$ cat src/rtl/direct_cache_ctrl.sv
// direct_cache_ctrl
//   Sequencing controller for a small direct-mapped, read-only cache. It owns
//   the valid/tag/data arrays and serves one CPU read at a time. A read either
//   hits in the array or misses and is refilled from memory over a req/ack
//   handshake. It also runs a sequenced invalidate-all (flush) and keeps
//   saturating hit/miss statistics.
//
// Ports
//   clk, rst_n            clock, asynchronous active-low reset
//   cpu_req, cpu_addr     CPU read request (level) and byte address
//   cpu_ready             one-cycle pulse, cpu_rdata/cpu_hit valid
//   cpu_rdata, cpu_hit    read data and hit qualifier
//   flush, flush_busy     invalidate-all pulse and its busy indication
//   mem_req, mem_addr     refill request (held until mem_ack) and word address
//   mem_ack, mem_rdata    refill acknowledge pulse and data
//   hit_cnt, miss_cnt     saturating statistics counters
module direct_cache_ctrl #(
  parameter int ENTRY = 8,
  parameter int CNT_W = 16
) (
  input  logic             clk,
  input  logic             rst_n,
  input  logic             cpu_req,
  input  logic [31:0]      cpu_addr,
  output logic             cpu_ready,
  output logic [31:0]      cpu_rdata,
  output logic             cpu_hit,
  input  logic             flush,
  output logic             flush_busy,
  output logic             mem_req,
  output logic [31:0]      mem_addr,
  input  logic             mem_ack,
  input  logic [31:0]      mem_rdata,
  output logic [CNT_W-1:0] hit_cnt,
  output logic [CNT_W-1:0] miss_cnt
);

  localparam int INDEX_W = $clog2(ENTRY);
  localparam int TAG_W   = 30 - INDEX_W;

  localparam logic [2:0] S_IDLE   = 3'd0;
  localparam logic [2:0] S_LOOKUP = 3'd1;
  localparam logic [2:0] S_REFILL = 3'd2;
  localparam logic [2:0] S_RESP   = 3'd3;
  localparam logic [2:0] S_FLUSH  = 3'd4;

  localparam logic [INDEX_W-1:0] LAST_IDX = INDEX_W'(ENTRY - 1);
  localparam logic [CNT_W-1:0]   CNT_MAX  = {CNT_W{1'b1}};

  // Saturating increment for the statistics counters.
  function automatic logic [CNT_W-1:0] sat_inc(input logic [CNT_W-1:0] v);
    if (v == CNT_MAX) begin
      return v;
    end else begin
      return v + {{(CNT_W-1){1'b0}}, 1'b1};
    end
  endfunction

  logic [2:0]         state_q,     state_d;
  logic [31:0]        req_addr_q,  req_addr_d;
  logic [ENTRY-1:0]   valid_q,     valid_d;
  logic [INDEX_W-1:0] flush_cnt_q, flush_cnt_d;
  logic [31:0]        rdata_q,     rdata_d;
  logic               hit_q,       hit_d;
  logic               mem_req_q,   mem_req_d;
  logic [31:0]        mem_addr_q,  mem_addr_d;
  logic               busy_q,      busy_d;
  logic               pend_q,      pend_d;
  logic [CNT_W-1:0]   hit_cnt_q,   hit_cnt_d;
  logic [CNT_W-1:0]   miss_cnt_q,  miss_cnt_d;

  logic [TAG_W-1:0]   tag_q  [ENTRY];
  logic [31:0]        data_q [ENTRY];

  logic [INDEX_W-1:0] idx_s;
  logic [TAG_W-1:0]   tag_s;
  logic               lookup_hit_s;
  logic               refill_wr_s;

  assign idx_s        = req_addr_q[INDEX_W+1:2];
  assign tag_s        = req_addr_q[31:INDEX_W+2];
  assign lookup_hit_s = (state_q == S_LOOKUP) && valid_q[idx_s] && (tag_q[idx_s] == tag_s);
  assign refill_wr_s  = (state_q == S_REFILL) && mem_ack;

  // A hit is answered in the LOOKUP cycle itself, so the array data is
  // forwarded combinationally; otherwise the captured value is held. This
  // keeps the cycle after cpu_ready free to sample a new request.
  assign cpu_ready  = lookup_hit_s || (state_q == S_RESP);
  assign cpu_rdata  = lookup_hit_s ? data_q[idx_s] : rdata_q;
  assign cpu_hit    = lookup_hit_s || hit_q;
  assign flush_busy = busy_q;
  assign mem_req    = mem_req_q;
  assign mem_addr   = mem_addr_q;
  assign hit_cnt    = hit_cnt_q;
  assign miss_cnt   = miss_cnt_q;

  // Next-state logic for the sequencing FSM, valid bits and statistics.
  always_comb begin
    state_d     = state_q;
    req_addr_d  = req_addr_q;
    valid_d     = valid_q;
    flush_cnt_d = flush_cnt_q;
    rdata_d     = rdata_q;
    hit_d       = hit_q;
    mem_req_d   = mem_req_q;
    mem_addr_d  = mem_addr_q;
    busy_d      = busy_q;
    pend_d      = pend_q;
    hit_cnt_d   = hit_cnt_q;
    miss_cnt_d  = miss_cnt_q;

    case (state_q)
      S_IDLE: begin
        // A pending or fresh flush wins over a CPU request.
        if (flush || pend_q) begin
          state_d     = S_FLUSH;
          pend_d      = 1'b0;
          busy_d      = 1'b1;
          flush_cnt_d = {INDEX_W{1'b0}};
        end else if (cpu_req) begin
          req_addr_d = cpu_addr;
          state_d    = S_LOOKUP;
        end else begin
          state_d = S_IDLE;
        end
      end
      S_LOOKUP: begin
        if (lookup_hit_s) begin
          rdata_d   = data_q[idx_s];
          hit_d     = 1'b1;
          hit_cnt_d = sat_inc(hit_cnt_q);
          state_d   = S_IDLE;
        end else begin
          mem_req_d  = 1'b1;
          mem_addr_d = {req_addr_q[31:2], 2'b00};
          state_d    = S_REFILL;
        end
      end
      S_REFILL: begin
        if (mem_ack) begin
          valid_d[idx_s] = 1'b1;
          rdata_d        = mem_rdata;
          hit_d          = 1'b0;
          miss_cnt_d     = sat_inc(miss_cnt_q);
          mem_req_d      = 1'b0;
          state_d        = S_RESP;
        end else begin
          state_d = S_REFILL;
        end
      end
      S_RESP: begin
        state_d = S_IDLE;
      end
      S_FLUSH: begin
        valid_d[flush_cnt_q] = 1'b0;
        if (flush_cnt_q == LAST_IDX) begin
          busy_d  = 1'b0;
          state_d = S_IDLE;
        end else begin
          flush_cnt_d = flush_cnt_q + 1'b1;
        end
      end
      default: begin
        state_d   = S_IDLE;
        mem_req_d = 1'b0;
      end
    endcase

    // A flush during an access is remembered and runs once the access ends;
    // one arriving while a flush is already running is simply merged.
    if (flush && (state_q != S_IDLE) && (state_q != S_FLUSH)) begin
      pend_d = 1'b1;
      busy_d = 1'b1;
    end else begin
      pend_d = pend_d;
    end
  end

  // Control and status registers with asynchronous reset.
  always_ff @(posedge clk or negedge rst_n) begin
    if (!rst_n) begin
      state_q     <= S_IDLE;
      req_addr_q  <= 32'h0000_0000;
      valid_q     <= {ENTRY{1'b0}};
      flush_cnt_q <= {INDEX_W{1'b0}};
      rdata_q     <= 32'h0000_0000;
      hit_q       <= 1'b0;
      mem_req_q   <= 1'b0;
      mem_addr_q  <= 32'h0000_0000;
      busy_q      <= 1'b0;
      pend_q      <= 1'b0;
      hit_cnt_q   <= {CNT_W{1'b0}};
      miss_cnt_q  <= {CNT_W{1'b0}};
    end else begin
      state_q     <= state_d;
      req_addr_q  <= req_addr_d;
      valid_q     <= valid_d;
      flush_cnt_q <= flush_cnt_d;
      rdata_q     <= rdata_d;
      hit_q       <= hit_d;
      mem_req_q   <= mem_req_d;
      mem_addr_q  <= mem_addr_d;
      busy_q      <= busy_d;
      pend_q      <= pend_d;
      hit_cnt_q   <= hit_cnt_d;
      miss_cnt_q  <= miss_cnt_d;
    end
  end

  // Tag/data storage; contents are only meaningful under a set valid bit,
  // so they need no reset and are left untouched by a flush.
  always_ff @(posedge clk) begin
    if (refill_wr_s) begin
      tag_q[idx_s]  <= tag_s;
      data_q[idx_s] <= mem_rdata;
    end else begin
      tag_q[idx_s]  <= tag_q[idx_s];
      data_q[idx_s] <= data_q[idx_s];
    end
  end

endmodule
$ cat config.mk
export PLATFORM = sky130hd
export DESIGN_NAME = direct_cache_ctrl
export DESIGN_NICKNAME = d
export VERILOG_FILES = /design/src/rtl/direct_cache_ctrl.sv
export SDC_FILE = /design/constraint.sdc
export NUM_CORES = 1
export LEC_CHECK = 0
export CAP_MARGIN = 20
export CORE_MARGIN = 1
export CORE_UTILIZATION = 30
export DETAILED_ROUTE_END_ITERATION = 8
export HOLD_SLACK_MARGIN = 0.08
export PLACE_DENSITY = 0.57
export SLEW_MARGIN = 20
export SYNTH_ARGS = -nofsm -noshare
export SYNTH_HDL_FRONTEND = slang
export SYNTH_SLANG_ARGS = --single-unit
$ cat constraint.sdc
create_clock -name clk -period 6.01 [get_ports clk]
set_input_delay 1.202 -clock clk [delete_from_list [all_inputs] [get_ports clk]]
set_output_delay 1.202 -clock clk [all_outputs]
set_load 0.02 [all_outputs]
# Word-level counts from Yosys, hierarchy flattened
# Memory sizes are Yosys's and may differ from the RTL's.
# Index checks and enable logic that the tools add are counted.
word_totals:
  wordCells: 115
  memories: 2
  latch_bits: 0
  ram_bits: 472
  reg_bits: 144
  output_inout_bits: 100
  mem_bits_ro: 0
  inputBits: 69
classes:
  magnitude_cmp: 4
  n_eq_ne: 17
  multipliers: 0
  n_reduce_logical: 30
  addsub: 3
  n_shift: 0
  bitwise: 10
  div: 0
  muxes: 37
mem_list:
  columns: ["name", "depth", "word_bits", "read_ports", "rd_clocked_by_memory_dff", "write_ports", "line_no", "source"]
  rows:
  - ["data_q", 8, 32, 1, 0, 1, "73", "logic [31:0] data_q [ENTRY];"]
  - ["tag_q", 8, 27, 1, 0, 1, "72", "logic [TAG_W-1:0] tag_q [ENTRY];"]
ops:
  columns: ["cell", "n"]
  rows:
  - ["two-way mux 32 bit", 3]
  - ["case mux 32 bit (2 select lines)", 1]
  - ["adder 16 x 1 -> 16 bit, second input constant", 2]
  - ["equality test 16 bit, second input constant", 2]
  - ["equality test 27 bit", 1]
  - ["two-way mux 27 bit", 1]
  - ["AND reduction 3 bit", 7]
  - ["two-way mux 1 bit", 17]
  - ["case mux 8 bit (2 select lines)", 1]
  - ["two-way mux 3 bit", 4]
  - ["inequality test 2 bit, second input constant", 6]
  - ["case mux 3 bit (4 select lines)", 1]
  - ["nonzero test 2 bit", 5]
  - ["inequality test 3 bit, second input constant", 3]
  - ["bitwise AND 8 bit", 1]
  - ["less-than comparator 3 x 4 -> 1 bit, second input constant", 2]
  - ["two-way mux 8 bit", 1]
  - ["inverter 8 bit", 1]
  - ["bitwise OR 8 bit", 1]
  - ["AND reduction 2 bit", 4]
  - ["logical AND 1 bit", 7]
  - ["demux 1 bit (select 3 bit)", 2]
  - ["equality test 3 x 2 -> 1 bit, second input constant", 2]
  - ["equality test 3 bit, second input constant", 2]
  - ["14 further kinds", 24]

# Longest topological paths before layout
# Gate-level depths: netlist of run 1.
logic_depth:
  ltp_word: 7
  mapped_depth: 15
  ltp_nobuf: 8

# Worst setup path after synthesis of run 1
# OpenSTA, ideal clock, no wires.
synth_path:
  path_type: "register -> output"
  start: "register req_addr_q[3]"
  end: "output cpu_rdata[0]"
  stages_incl_launch_ff: 13
  required_time_ns: 4.808
  slack_ns: -0.130
  n_path_buf: 7
  t_arrival_ns: 4.938
  cell_sequence: "dfrtp_1 > buf_2 > buf_2 > buf_2 > buf_1 > clkbuf_1 > and3_1 > clkbuf_1 > buf_1 > a22oi_1 > and3_1 > nand2_1 > o21a_1"
synth_between:
  elab_chain_len: 5
  word_cells_on_any_way: 8
  classes_between: "1 x eq/ne; 3 x mux; 2 x reduce/logical; 2 x memory"
synth_lines:
  columns: ["item", "line_no", "source"]
  rows:
  - ["from (decl)", "60", "logic [31:0] req_addr_q, req_addr_d;"]
  - ["from (signal assigned)", "196", "req_addr_q <= req_addr_d;"]
  - ["branches (longest 4 deep; another with memory read (8 x 27 bit))", null, null]
  - ["two-way mux 32 bit (*)", null, null]
  - ["to (decl)", "26", "output logic [31:0] cpu_rdata,"]
# Mark *: on every way between the ends. The select of a mux whose other input is x is not followed.

# Final worst setup path of run 1
layout_path:
  start: "register req_addr_q[2]"
  end: "output cpu_rdata[11]"
# The elaborated chain is that of the path after synthesis.

==> results.toml, run 1 <==
[run_status]
status = "finished, violations left"
violations = "DRC"

[critical_path]
critPathKind = "reg2out"
endpoint_kind = "primary output"
required_ns = 4.81
arrival_ns = 4.58
reg2reg_depth = 10
cpMostUsedCell = "or4_1"
crit_buf_inv = 2
crit_chain = "mux4_2 > mux2i_2 > xnor2_1 > or4_1 > or4_1 > nor4_4 > buf_12 > nand2_1 > o21a_1 > clkdlybuf4s50_1"
cp_num_cells = 10
critPathMaxFanout = 36
cp_top_family = "simple AND/OR/NAND/NOR gates"
start_kind = "register"
critPathSlowestCell = "or4_1"
cpPeakStageDelay_ns = 0.58

[pwr]
p_sw_mw = 5.78
intPower_mw = 11.7
power.share.clock_pct = 22.6
swShare_pct = 33.1
ir_worst_vdd_v = 0.000248
combPwrFrac_pct = 32.0
p_total_mw = 17.5
cellPowerDensity_nw_per_um2 = 585
pwr-share-seq_pct = 45.4
p_leak_nw = 10.5

[floorplanning]
die-height_um = 288
start_util_pct = 30.4
io_pins = 169
die_x_um = 288
rows = 104
die_area_um2 = 83100
fp.coreArea_um2 = 80800

[drt]
routed_via_density = 4.92
vias = 13836
wire_per_inst_um = 20.6
drc = 20
drt_iter0_drc = 1199
drt.antenna.violating_nets = 0
drt-pass1-iter-count = 7
routed_wl_um = 57900

[synth]
synth_top_area_share_pct = 57.6
ys_types = 57
synth_area_leader_cell = "edfxtp_1"
synth_edf_count = 472
seq_area_frac_synth_pct = 72.1
postSynth.asyncResetShare_pct = 23.1
synth_seq_cells = 614
avgSynthCellArea_um2 = 16.4
synth_area_leaders = "edfxtp_1, dfrtp_1, mux4_2, mux2i_1, mux2_2"
yosysWarnings = 0
ys.flop_type = "edfxtp_1"
syn_area_um2 = 24600
synthCells = 1503

[layout]
num-nets-final = 1770
nFillCells = 7450
drive_above_1_share_pct = 16.9
syn_to_final_growth_pct = 21.5

[placement]
hpwlAfterDp_um = 33600
port_buffers = 164
gp_congestion = 0.772

[timing]
report.final.slew_viol_count = 0
fin_crit_ns = 5.78
tightest_slew_ns = 1.01
fin_skew_ns = 0.0261
setup_viol = 0
fmax_mhz = 173
slew_headroom_pct = 32.1
hold_viol = 0
post-route-period-util_pct = 96.2
fin_hold_ws_ns = 0.482
tns_ns = 0
rsz0062_at_grt = "no"

[hold_path]
holdCritPathClass = "in2async"

[global_routing]
grt_usage_pct = 14.0
antenna_found_initial = 4
grt_pass1_vias = 14457
grt_max_degree = 147
grt_first_pass_wirelength_um = 89000
grt_overflow_total = 0

[cts]
cts_buffers = 67
clk_pin_slew_ns = 0.07
cts_tree = "done"
insertion_delay_ns = 0.61
cts_root_buffer = "clkbuf_16"
clockBufferDepth = 3
cts.sink_count = 614
htree_levels = 3

[job]
max_cap_violations = 0
## cell usage in the layout, fill, tap and decap left out, types with 11 or more instances in the layout
| cell | count |
|---|---|
| edfxtp_1 | 472 |
| mux4_2 | 55 |
| o21ai_0 | 21 |
| nand2_1 | 87 |
| mux2_2 | 43 |
| mux2_1 | 31 |
| clkinv_2 | 11 |
| dfrtp_1 | 139 |
| a21oi_1 | 71 |
| a221oi_1 | 24 |
| nand3_1 | 22 |
| buf_4 | 31 |
| clkbuf_1 | 17 |
| clkbuf_16 | 67 |
| and3_1 | 17 |
| mux2i_1 | 50 |
| buf_12 | 11 |
| o21a_1 | 37 |
| xnor2_1 | 49 |
| nor2_1 | 91 |
| clkdlybuf4s50_1 | 163 |
| o221a_2 | 32 |
| a22oi_1 | 57 |
## routing by layer
layer | part of all wire [%] | wire length [µm] | track usage (%) | vias to the layer above
met5 | 0.014 | 8 | 0 | -
met4 | 2.1 | 1240 | 4.75 | 2
met3 | 4.4 | 2570 | 2.17 | 79
met2 | 49 | 28200 | 23.1 | 267
met1 | 45 | 25900 | 18.7 | 7195
li1 | - | - | - | 6293
## metrics by stage
| stage | std cells | cell area, µm² | utilization (%) | setup WS (ns) |
|---|---|---|---|---|
| 3_3_place_gp | 2681 | 27700 | 34.2 | 0.560 |
| 4_1_cts | 2808 | 29800 | 36.9 | 0.00356 |
| 5_1_grt | 2810 | 29900 | 37.0 | 0.0226 |
| 3_5_place_dp | 2681 | 27700 | 34.2 | 0.493 |
| 2_1_floorplan | 1504 | 24600 | - | 0.0260 |
| 6_report | 2811 | 29900 | 37.0 | 0.230 |
## power by group through the flow
stage | Clock (mW) | Sequential [mW] | Combinational (mW)
3_5_place_dp | 0 | 8.08 | 5.59
4_1_cts | 4.06 | 7.97 | 5.69
3_3_place_gp | 0 | 7.99 | 5.44
5_1_grt | 4.21 | 8.09 | 6.16
2_1_floorplan | 0 | 7.95 | 3.56
6_report | 3.94 | 7.93 | 5.60
## flip-flops by register name, summed over array words and instances (netlist names), 3 cells and up
signal       flops
rdata_q         32
req_addr_q      30
flush_cnt_q      3
data_q         256
hit_cnt         16
state_q          3
mem_addr        30
tag_q          216
miss_cnt        16
valid_q          8
## layout make-up
class	instances	area (µm²)	area share (%)
Antenna cell	1	2.50	0.00837
Clock buffer	86	1770	5.92
Clock inverter	36	340	1.14
Inverter	6	25.0	0.0837
Multi-Input combinational cell	799	6550	21.9
Sequential cell	614	17700	59.4
Tap cell	1060	1330	4.44
Timing Repair Buffer	209	2130	7.14
## cells in the mapped netlist (4+ instances only)
library cell	number
a221oi_1	24
or3_1	4
nand2_1	87
nand3_1	23
and4_1	8
o21ai_0	21
mux4_2	55
xnor2_1	49
buf_2	18
mux2_1	31
mux2i_1	51
nand2b_1	7
o21a_1	37
clkbuf_1	46
inv_1	4
nor4_1	7
a21oi_1	71
dfrtp_1	142
nor3_1	5
o221a_2	32
ha_1	4
edfxtp_1	472
nand4_1	9
mux2_2	43
buf_1	15
xor2_1	6
a22o_1	8
nor2b_1	4
a222oi_1	5
a22oi_1	57
nor2_1	96
and3_1	19
## worst paths after layout
| check | slack, ns | endpoint | start |
|---|---|---|---|
| max | 0.23 | cpu_rdata[11] | req_addr_q[2] |
| min | 0.48 | hit_q | rst_n |
| max reg2reg | 1.39 | mem_addr[28] | req_addr_q[2] |
| min reg2reg | 0.48 | hit_q | hit_q |
| max in group asynchronous | 4.27 | mem_addr[21] | rst_n |
| min in group clk | 0.48 | hit_q | hit_q |
## kinds of logic (layout without fill, tap and decap cells)
group / count (synthesis) / after routing / synth area share (%)
xor gates and xnor gates: 55 / 55 / 1.96
AOI/OAI and AO/OA: 273 / 273 / 8.11
buffers and inverters: 91 / 337 / 1.62
muxes: 181 / 181 / 10.6
other: 1 / 3 / 0.0152
adders and majority gates: 4 / 4 / 0.203
and+or+nand+nor: 284 / 284 / 5.43
DFF: 614 / 614 / 72.1
## timing repair
action,CTS,global route
cloned,0,0
setup buffers,5,1
resized for setup,1,4
hold endpoints to repair,0,0
setup endpoints to repair,31,34
hold buffers,0,0
Note: power is estimated with default switching activity, not from simulation.
==> run 2: changes to the inputs <==
SKIP_LAST_GASP = 1   (was default)
==> results of run 2 <==
No change in the layout: final DEF, timing and power equal those of run 1.
